File: src/rtl/scard_pkg.sv
// Shared definitions for the smartcard character path: parity modes,
// transmitter state encoding and the parity helper.
package scard_pkg;

  localparam logic [1:0] PAR_EVEN = 2'b00;
  localparam logic [1:0] PAR_ODD  = 2'b01;
  localparam logic [1:0] PAR_NONE = 2'b10;

  // Smallest ETU divisor that still leaves a distinct mid-ETU sample point.
  localparam int ETU_MIN = 4;

  typedef enum logic [3:0] {
    IDLE,
    START,
    DATA,
    PARITY,
    GUARD1,
    GUARD2,
    XGUARD,
    RECOVER,
    DONE
  } tx_state_e;

  // Parity over a zero-extended character; reserved mode 11 behaves as even.
  function automatic logic calc_parity(input logic [7:0] data, input logic [1:0] mode);
    calc_parity = (^data) ^ (mode == PAR_ODD);
  endfunction

endpackage

File: src/rtl/scard_etu_gen.sv
// ETU timebase: down-counter reloaded with etu_div-1 on every ETU boundary,
// producing an end-of-ETU tick and a mid-ETU strobe for line sampling.
module scard_etu_gen #(
  parameter int ETU_WIDTH = 16
) (
  input  logic                 clk,
  input  logic                 rst_n,
  input  logic                 i_en,
  input  logic                 i_load,
  input  logic [ETU_WIDTH-1:0] i_etu_div,
  output logic                 o_etu_tick,
  output logic                 o_etu_mid
);

  logic [ETU_WIDTH-1:0] r_cnt;
  logic [ETU_WIDTH-1:0] w_reload;

  assign w_reload   = i_etu_div - ETU_WIDTH'(1);
  assign o_etu_tick = i_en && (r_cnt == '0);
  assign o_etu_mid  = i_en && (r_cnt == (i_etu_div >> 1));

  // Load at frame start, wrap on every tick, otherwise count down while enabled
  always_ff @(posedge clk or negedge rst_n) begin
    if (!rst_n) begin
      r_cnt <= '0;
    end else if (i_load || o_etu_tick) begin
      r_cnt <= w_reload;
    end else if (i_en) begin
      r_cnt <= r_cnt - ETU_WIDTH'(1);
    end
  end

endmodule

File: src/rtl/scard_char_tx.sv
// ISO 7816-3 character transmitter: start/data/parity/guard framing with
// runtime ETU, optional extra guard time and T=0 error-signal retransmission.
module scard_char_tx
  import scard_pkg::*;
#(
  parameter int DATA_BITS   = 8,
  parameter int ETU_WIDTH   = 16,
  parameter int GUARD_WIDTH = 8,
  parameter int RETRY_WIDTH = 3
) (
  input  logic                   clk,
  input  logic                   rst_n,
  input  logic [ETU_WIDTH-1:0]   i_etu_div,
  input  logic [1:0]             i_parity_mode,
  input  logic [GUARD_WIDTH-1:0] i_guard_etu,
  input  logic                   i_retry_en,
  input  logic [RETRY_WIDTH-1:0] i_retry_max,
  input  logic                   i_tx_start,
  input  logic [DATA_BITS-1:0]   i_tx_data,
  output logic                   o_tx_ready,
  input  logic                   i_io_in,
  output logic                   o_txd,
  output logic                   o_tx_done,
  output logic                   o_tx_err,
  output logic [RETRY_WIDTH-1:0] o_retry_cnt
);

  // Bit index only ever needs to address up to 8 data bits.
  localparam int BIT_W = 3;

  logic [1:0]             r_rst_sync;
  logic                   w_rst_n;

  tx_state_e              r_state, w_state_next;
  logic [DATA_BITS-1:0]   r_data;
  logic [1:0]             r_par_mode;
  logic [GUARD_WIDTH-1:0] r_guard, r_guard_cnt, w_guard_cnt_next;
  logic                   r_retry_en;
  logic [RETRY_WIDTH-1:0] r_retry_max, r_retry_cnt;
  logic [ETU_WIDTH-1:0]   r_etu_div, w_etu_div;
  logic [BIT_W-1:0]       r_bit_idx, w_bit_idx_next;
  logic [1:0]             r_rec_cnt, w_rec_cnt_next;
  logic                   r_txd, w_txd_next;
  logic                   r_err, w_err_next;
  logic                   w_retry_inc, w_accept, w_etu_en;
  logic                   w_etu_tick, w_etu_mid;
  logic                   w_par, w_last_bit, w_err_seen;

  // Reset asserts immediately, releases two clocks later on a clean edge
  always_ff @(posedge clk or negedge rst_n) begin
    if (!rst_n) r_rst_sync <= 2'b00;
    else        r_rst_sync <= {r_rst_sync[0], 1'b1};
  end
  assign w_rst_n = r_rst_sync[1];

  assign w_accept   = (r_state == IDLE) && i_tx_start;
  assign w_etu_div  = w_accept ? i_etu_div : r_etu_div;
  assign w_etu_en   = (r_state != IDLE);
  assign w_par      = calc_parity(8'(r_data), r_par_mode);
  assign w_last_bit = (r_bit_idx == BIT_W'(DATA_BITS - 1));
  // Card error signal only counts when retransmission is meaningful
  assign w_err_seen = w_etu_mid && r_retry_en && (r_par_mode != PAR_NONE) && !i_io_in;

  scard_etu_gen #(
    .ETU_WIDTH (ETU_WIDTH)
  ) u_etu (
    .clk        (clk),
    .rst_n      (w_rst_n),
    .i_en       (w_etu_en),
    .i_load     (w_accept),
    .i_etu_div  (w_etu_div),
    .o_etu_tick (w_etu_tick),
    .o_etu_mid  (w_etu_mid)
  );

  // Next-state, frame counters and next line level
  always_comb begin
    w_state_next     = r_state;
    w_bit_idx_next   = r_bit_idx;
    w_guard_cnt_next = r_guard_cnt;
    w_rec_cnt_next   = r_rec_cnt;
    w_retry_inc      = 1'b0;
    w_err_next       = 1'b0;
    w_txd_next       = 1'b1;

    case (r_state)
      IDLE: begin
        if (i_tx_start) w_state_next = START;
      end
      START: begin
        if (w_etu_tick) begin
          w_state_next   = DATA;
          w_bit_idx_next = '0;
        end
      end
      DATA: begin
        if (w_etu_tick) begin
          if (w_last_bit) w_state_next = (r_par_mode == PAR_NONE) ? GUARD1 : PARITY;
          else            w_bit_idx_next = r_bit_idx + BIT_W'(1);
        end
      end
      PARITY: begin
        if (w_etu_tick) w_state_next = GUARD1;
      end
      GUARD1: begin
        if (w_etu_tick) w_state_next = GUARD2;
      end
      GUARD2: begin
        if (w_err_seen) begin
          if (r_retry_cnt < r_retry_max) begin
            w_state_next   = RECOVER;
            w_retry_inc    = 1'b1;
            w_rec_cnt_next = 2'd0;
          end else begin
            w_state_next = IDLE;
            w_err_next   = 1'b1;
          end
        end else if (w_etu_tick) begin
          if (r_guard == '0) begin
            w_state_next = DONE;
          end else begin
            w_state_next     = XGUARD;
            w_guard_cnt_next = '0;
          end
        end
      end
      XGUARD: begin
        if (w_etu_tick) begin
          if (r_guard_cnt == r_guard - GUARD_WIDTH'(1)) w_state_next = DONE;
          else w_guard_cnt_next = r_guard_cnt + GUARD_WIDTH'(1);
        end
      end
      RECOVER: begin
        if (w_etu_tick) begin
          case (r_rec_cnt)
            2'd0:    if (i_io_in) w_rec_cnt_next = 2'd1;
            2'd1:    w_rec_cnt_next = 2'd2;
            default: w_state_next = START;
          endcase
        end
      end
      DONE: begin
        w_state_next = IDLE;
      end
      default: begin
        w_state_next = IDLE;
      end
    endcase

    case (w_state_next)
      START:   w_txd_next = 1'b0;
      DATA:    w_txd_next = r_data[w_bit_idx_next];
      PARITY:  w_txd_next = w_par;
      default: w_txd_next = 1'b1;
    endcase
  end

  // State register
  always_ff @(posedge clk or negedge w_rst_n) begin
    if (!w_rst_n) r_state <= IDLE;
    else          r_state <= w_state_next;
  end

  // Line drive, counters and per-character configuration latch
  always_ff @(posedge clk or negedge w_rst_n) begin
    if (!w_rst_n) begin
      r_txd       <= 1'b1;
      r_err       <= 1'b0;
      r_bit_idx   <= '0;
      r_guard_cnt <= '0;
      r_rec_cnt   <= '0;
      r_data      <= '0;
      r_par_mode  <= PAR_EVEN;
      r_guard     <= '0;
      r_retry_en  <= 1'b0;
      r_retry_max <= '0;
      r_retry_cnt <= '0;
      r_etu_div   <= '0;
    end else begin
      r_txd       <= w_txd_next;
      r_err       <= w_err_next;
      r_bit_idx   <= w_bit_idx_next;
      r_guard_cnt <= w_guard_cnt_next;
      r_rec_cnt   <= w_rec_cnt_next;
      if (w_accept) begin
        r_data      <= i_tx_data;
        r_par_mode  <= i_parity_mode;
        r_guard     <= i_guard_etu;
        r_retry_en  <= i_retry_en;
        r_retry_max <= i_retry_max;
        r_etu_div   <= i_etu_div;
        r_retry_cnt <= '0;
      end else if (w_retry_inc) begin
        r_retry_cnt <= r_retry_cnt + RETRY_WIDTH'(1);
      end
    end
  end

  assign o_txd       = r_txd;
  assign o_tx_ready  = (r_state == IDLE);
  assign o_tx_done   = (r_state == DONE);
  assign o_tx_err    = r_err;
  assign o_retry_cnt = r_retry_cnt;

endmodule

File: config.mk
export PLATFORM = sky130hd
export DESIGN_NAME = scard_char_tx
export DESIGN_NICKNAME = d
export VERILOG_FILES = /design/src/rtl/scard_pkg.sv /design/src/rtl/scard_etu_gen.sv /design/src/rtl/scard_char_tx.sv
export SDC_FILE = /design/constraint.sdc
export NUM_CORES = 1
export LEC_CHECK = 0
export BUFFER_PORTS_ARGS = -buffer_cell sky130_fd_sc_hd__buf_2
export CAP_MARGIN = 20
export CORE_MARGIN = 5
export CORE_UTILIZATION = 60
export DETAILED_ROUTE_END_ITERATION = 10
export GPL_TIMING_DRIVEN = 0
export PLACE_DENSITY_LB_ADDON = 0.2
export SYNTH_ARGS = -nofsm -noshare
export SYNTH_HDL_FRONTEND = slang
export SYNTH_HIERARCHICAL = 1
export SYNTH_SLANG_ARGS = --single-unit
File: constraint.sdc
create_clock -name clk -period 3.4 [get_ports clk]
set_input_delay 0.34 -clock clk [delete_from_list [all_inputs] [get_ports clk]]
set_output_delay 0.34 -clock clk [all_outputs]
set_load 0.01 [all_outputs]
==> results.cfg <==
[global_routing]
grt_pass1_vias = 4504
met1_usage_pct = 33.90
busiest_layer = met2
grt_pass1_wl_um = 21710
met3_usage_pct = 5.467
use_met2_pct = 44.96
grt_util_all_layers_pct = 27.23
grt_max_degree = 62
overflow = 0
antenna_found_initial = 0

[timing]
setup_tns_ns = -1.351
tightest_slew_ns = 0.9492
max_slew_margin_pct = 36.14
fin_ws_ns = -0.3237
fin_skew_ns = 0.007573
rsz0062_at_grt = yes
period_share_pct = 109.5
fmax_mhz = 268.5
setup_violations = 10
finalHoldViolCount = 0
report.final.slew_viol_count = 0
fin_crit_ns = 3.724

[die]
num_io_pins = 49
die_x_um = 100.9
die_h_um = 100.9
num_rows = 33
die_area_mm2 = 0.01017
initial_core_util_pct = 60.88
core-area_mm2 = 0.008134

[yosys]
ys.flop_type = dfrtp_1
synth_warnings = 6
synth_edf_count = 0
synthCells = 517
synth_top_area_share_pct = 38.91
synth_seq_cells = 78
synth_area_leaders = dfrtp_1, mux2_2, xnor2_1
yosysTopAreaCell = dfrtp_1
async_flop_share_pct = 100.0
yosysSeqAreaShare_pct = 39.44
postSynthAreaPerCell_um2 = 9.579
synth_nets = 567
synthesis.area_mm2 = 0.004952
synth_cell_types = 65

[finish]
finish.utilization_pct = 75.80
drive_above_1_share_pct = 33.82
area_delta_synth_final_pct = 24.51
nFillCells = 565
antennaDiodeCount = 0
finish.net_count = 657

[place]
portBuffers = 48
dp_hpwl_um = 9053
finalWeightedCongestion = 0.9537

[worst_setup_path]
critical_path_required_ns = 3.69
setup.worst_path.start = r_state[0]$_DFF_PN0_
r2r_setup_slack_ns = -0.32
critPathMaxFanout = 7
cpMaxStageDelayCell = or4_4
cp-endpoint = o_txd$_DFF_PN1_
rr_endpoint = o_txd$_DFF_PN1_
max_stage_delay_ns = 0.50
crit_top_cell = or3_4
critPathKind = reg -> reg
arrival_ns = 4.01
reg2regPathDepth = 16
crit_path_cell_trace = nor2_4, nand2_4, inv_2, and2_4, buf_8, mux2_4, xnor2_2, nand2_1, or4_4, nor4_4, nand2_2, or3_4, nor3b_4, or3_4, a41oi_1, or3_1
r2r-start = r_state[0]$_DFF_PN0_
crit_path_end_kind = register
worstSetupStartpointType = register

[clock_tree]
cts_tree = yes
ctsHtreeMaxLevel = 3
cts_buffers = 9
cts_buffer_depth = 2
clkTransAtPathRegs_ns = 0.08
clk_latency_ns = 0.36
clock_sinks = 78
root_buffer = clkbuf_8

[routing]
drc = 0
drtPass1Iterations = 5
drtIter0Drc = 199
wire_per_inst_um = 18.90
vias_per_cell = 6.167
drt_wl_total_um = 13550
drtAntennaViolNets = 0
via_count = 4422

[pwr]
p_sw_w = 0.002106
combPwrFrac_pct = 53.4
p_clk_share_pct = 14.7
peakVddDrop_mv = 0.5128
p_int_w = 0.002859
cellPowerDensity_mw_per_mm2 = 805.2
leakage_nw = 2.634
p_seq_share_pct = 31.8
p_sw_share_pct = 42.42

[run_status]
failed_checks = negative setup slack
status = finished with violations

[hold_path]
hold_class = in -> reg

[run]
cap_violations = 0
-- cell type report --
type,instances,area (µm²),share of cell area [%]
clock buffer,13,158.9,2.577
multi-input combinational,399,3126,50.69
timing repair buffer,83,536.8,8.705
tap,105,131.4,2.131
inverter,16,60.06,0.9740
sequential,78,1959,31.78
buffer,20,151.4,2.455
clock inverter,3,42.54,0.6899
-- how the worst min path moves through the flow --
stage	startpoint	end	slack [ns]	cells past startpoint
after floorplan	rst_n	r_rst_sync[0]$_DFF_PN0_	0.04	0
after global placement	rst_n	r_rst_sync[1]$_DFF_PN0_	0.13	1
after detailed placement	rst_n	r_rst_sync[0]$_DFF_PN0_	0.13	1
after CTS	i_retry_max[1]	r_retry_max[1]$_DFFE_PN0P_	0.17	3
after global routing	i_guard_etu[1]	r_guard[1]$_DFFE_PN0P_	0.17	3
final	i_retry_max[1]	r_retry_max[1]$_DFFE_PN0P_	0.18	3
-- state kept, by name, summed over array words and instances, names as in the netlist --
register / cells
r_data: 8
o_txd: 1
r_retry_en: 1
r_etu_div: 16
r_retry_max: 3
r_rst_sync: 2
r_par_mode: 2
o_retry_cnt: 3
r_guard: 8
r_guard_cnt: 8
r_bit_idx: 3
u_etu/r_cnt: 16
r_state: 4
r_rec_cnt: 2
o_tx_err: 1
-- cell usage after synthesis (all sizes together), types with 3 or more instances --
library cell,instances
dfrtp,77
nand2,41
nor2,41
mux2,36
xnor2,35
o21ai,30
xor2,24
a21oi,21
inv,16
nor4,16
clkbuf,15
mux2i,15
nor3,13
nand3,10
nand4,10
buf,9
ha,8
nor2b,8
or3,8
a31oi,6
and3,6
or4,6
a211oi,5
nand2b,5
or2,5
a211o,4
a21o,4
nor3b,4
a32o,3
-- cell usage in the layout, fill, tap and decap left out, types with 17 or more instances in the layout --
cell,Yosys,routed
dfrtp_1,77,74
nand2_1,41,38
mux2_2,36,31
xor2_1,24,24
xnor2_1,35,30
buf_4,0,32
buf_2,4,51
o21ai_0,26,22
nor2_1,41,37
a21oi_1,20,17
-- stage by stage --
stage	std cells	hold slack, ns	power, W	area, µm²	setup WS [ns]
after global routing	717	0.1733	0.005269	6166	-0.4992
after floorplan	517	0.04441	0.003295	5026	-0.2308
after detailed placement	671	0.1325	0.003819	5429	-1.011
final	717	0.1818	0.004965	6166	-0.3237
after CTS	716	0.1746	0.004798	6053	-0.3414
after global placement	670	0.1253	0.003728	5398	-0.9173
-- power groups by stage --
stage               Combinational, W  Clock [W]  Sequential, W
detailed placement           0.00224          0        0.00158
CTS                          0.00249   0.000739        0.00157
finish                       0.00265   0.000731        0.00158
global placement             0.00216          0        0.00157
floorplan                    0.00180          0        0.00149
global route                 0.00285   0.000798        0.00162
-- cell families after synthesis --
kind of cell             Yosys count  share of synthesized area, %
flip-flops                        78                         39.44
AND/OR/NAND/NOR                  182                         19.88
XOR/XNOR                          59                         10.43
multiplexers                      51                         11.29
adder cells (fa/ha/maj)            8                         2.021
other                              1                       0.07572
buffers and inverters             40                         3.436
AO/OA/AOI/OAI                     98                         13.42
-- routing by layer --
layer  part of all wire (%)  vias up
met5                      0        -
met4                    3.2        0
met3                    6.8       42
met2                     51      201
met1                     39     2135
li1                       -     2044
-- repair_timing --
action                                 CTS  global route
endpoints found under the hold margin    2             0
gates resized for setup                 50            23
setup buffers                           29             4
pin swaps                               28            15
hold buffers                             1             0
setup endpoints to repair               34            28
-- worst max-delay path: cells and delay by family (launching register included) --
family	cells	cell delay (ns)
DFF	1	0.42
muxes	1	0.33
AOI/OAI and AO/OA	1	0.13
xor gates and xnor gates	1	0.15
and+or+nand+nor	11	2.42
buffers and inverters	2	0.20
Power figures use the tool's default switching activity.
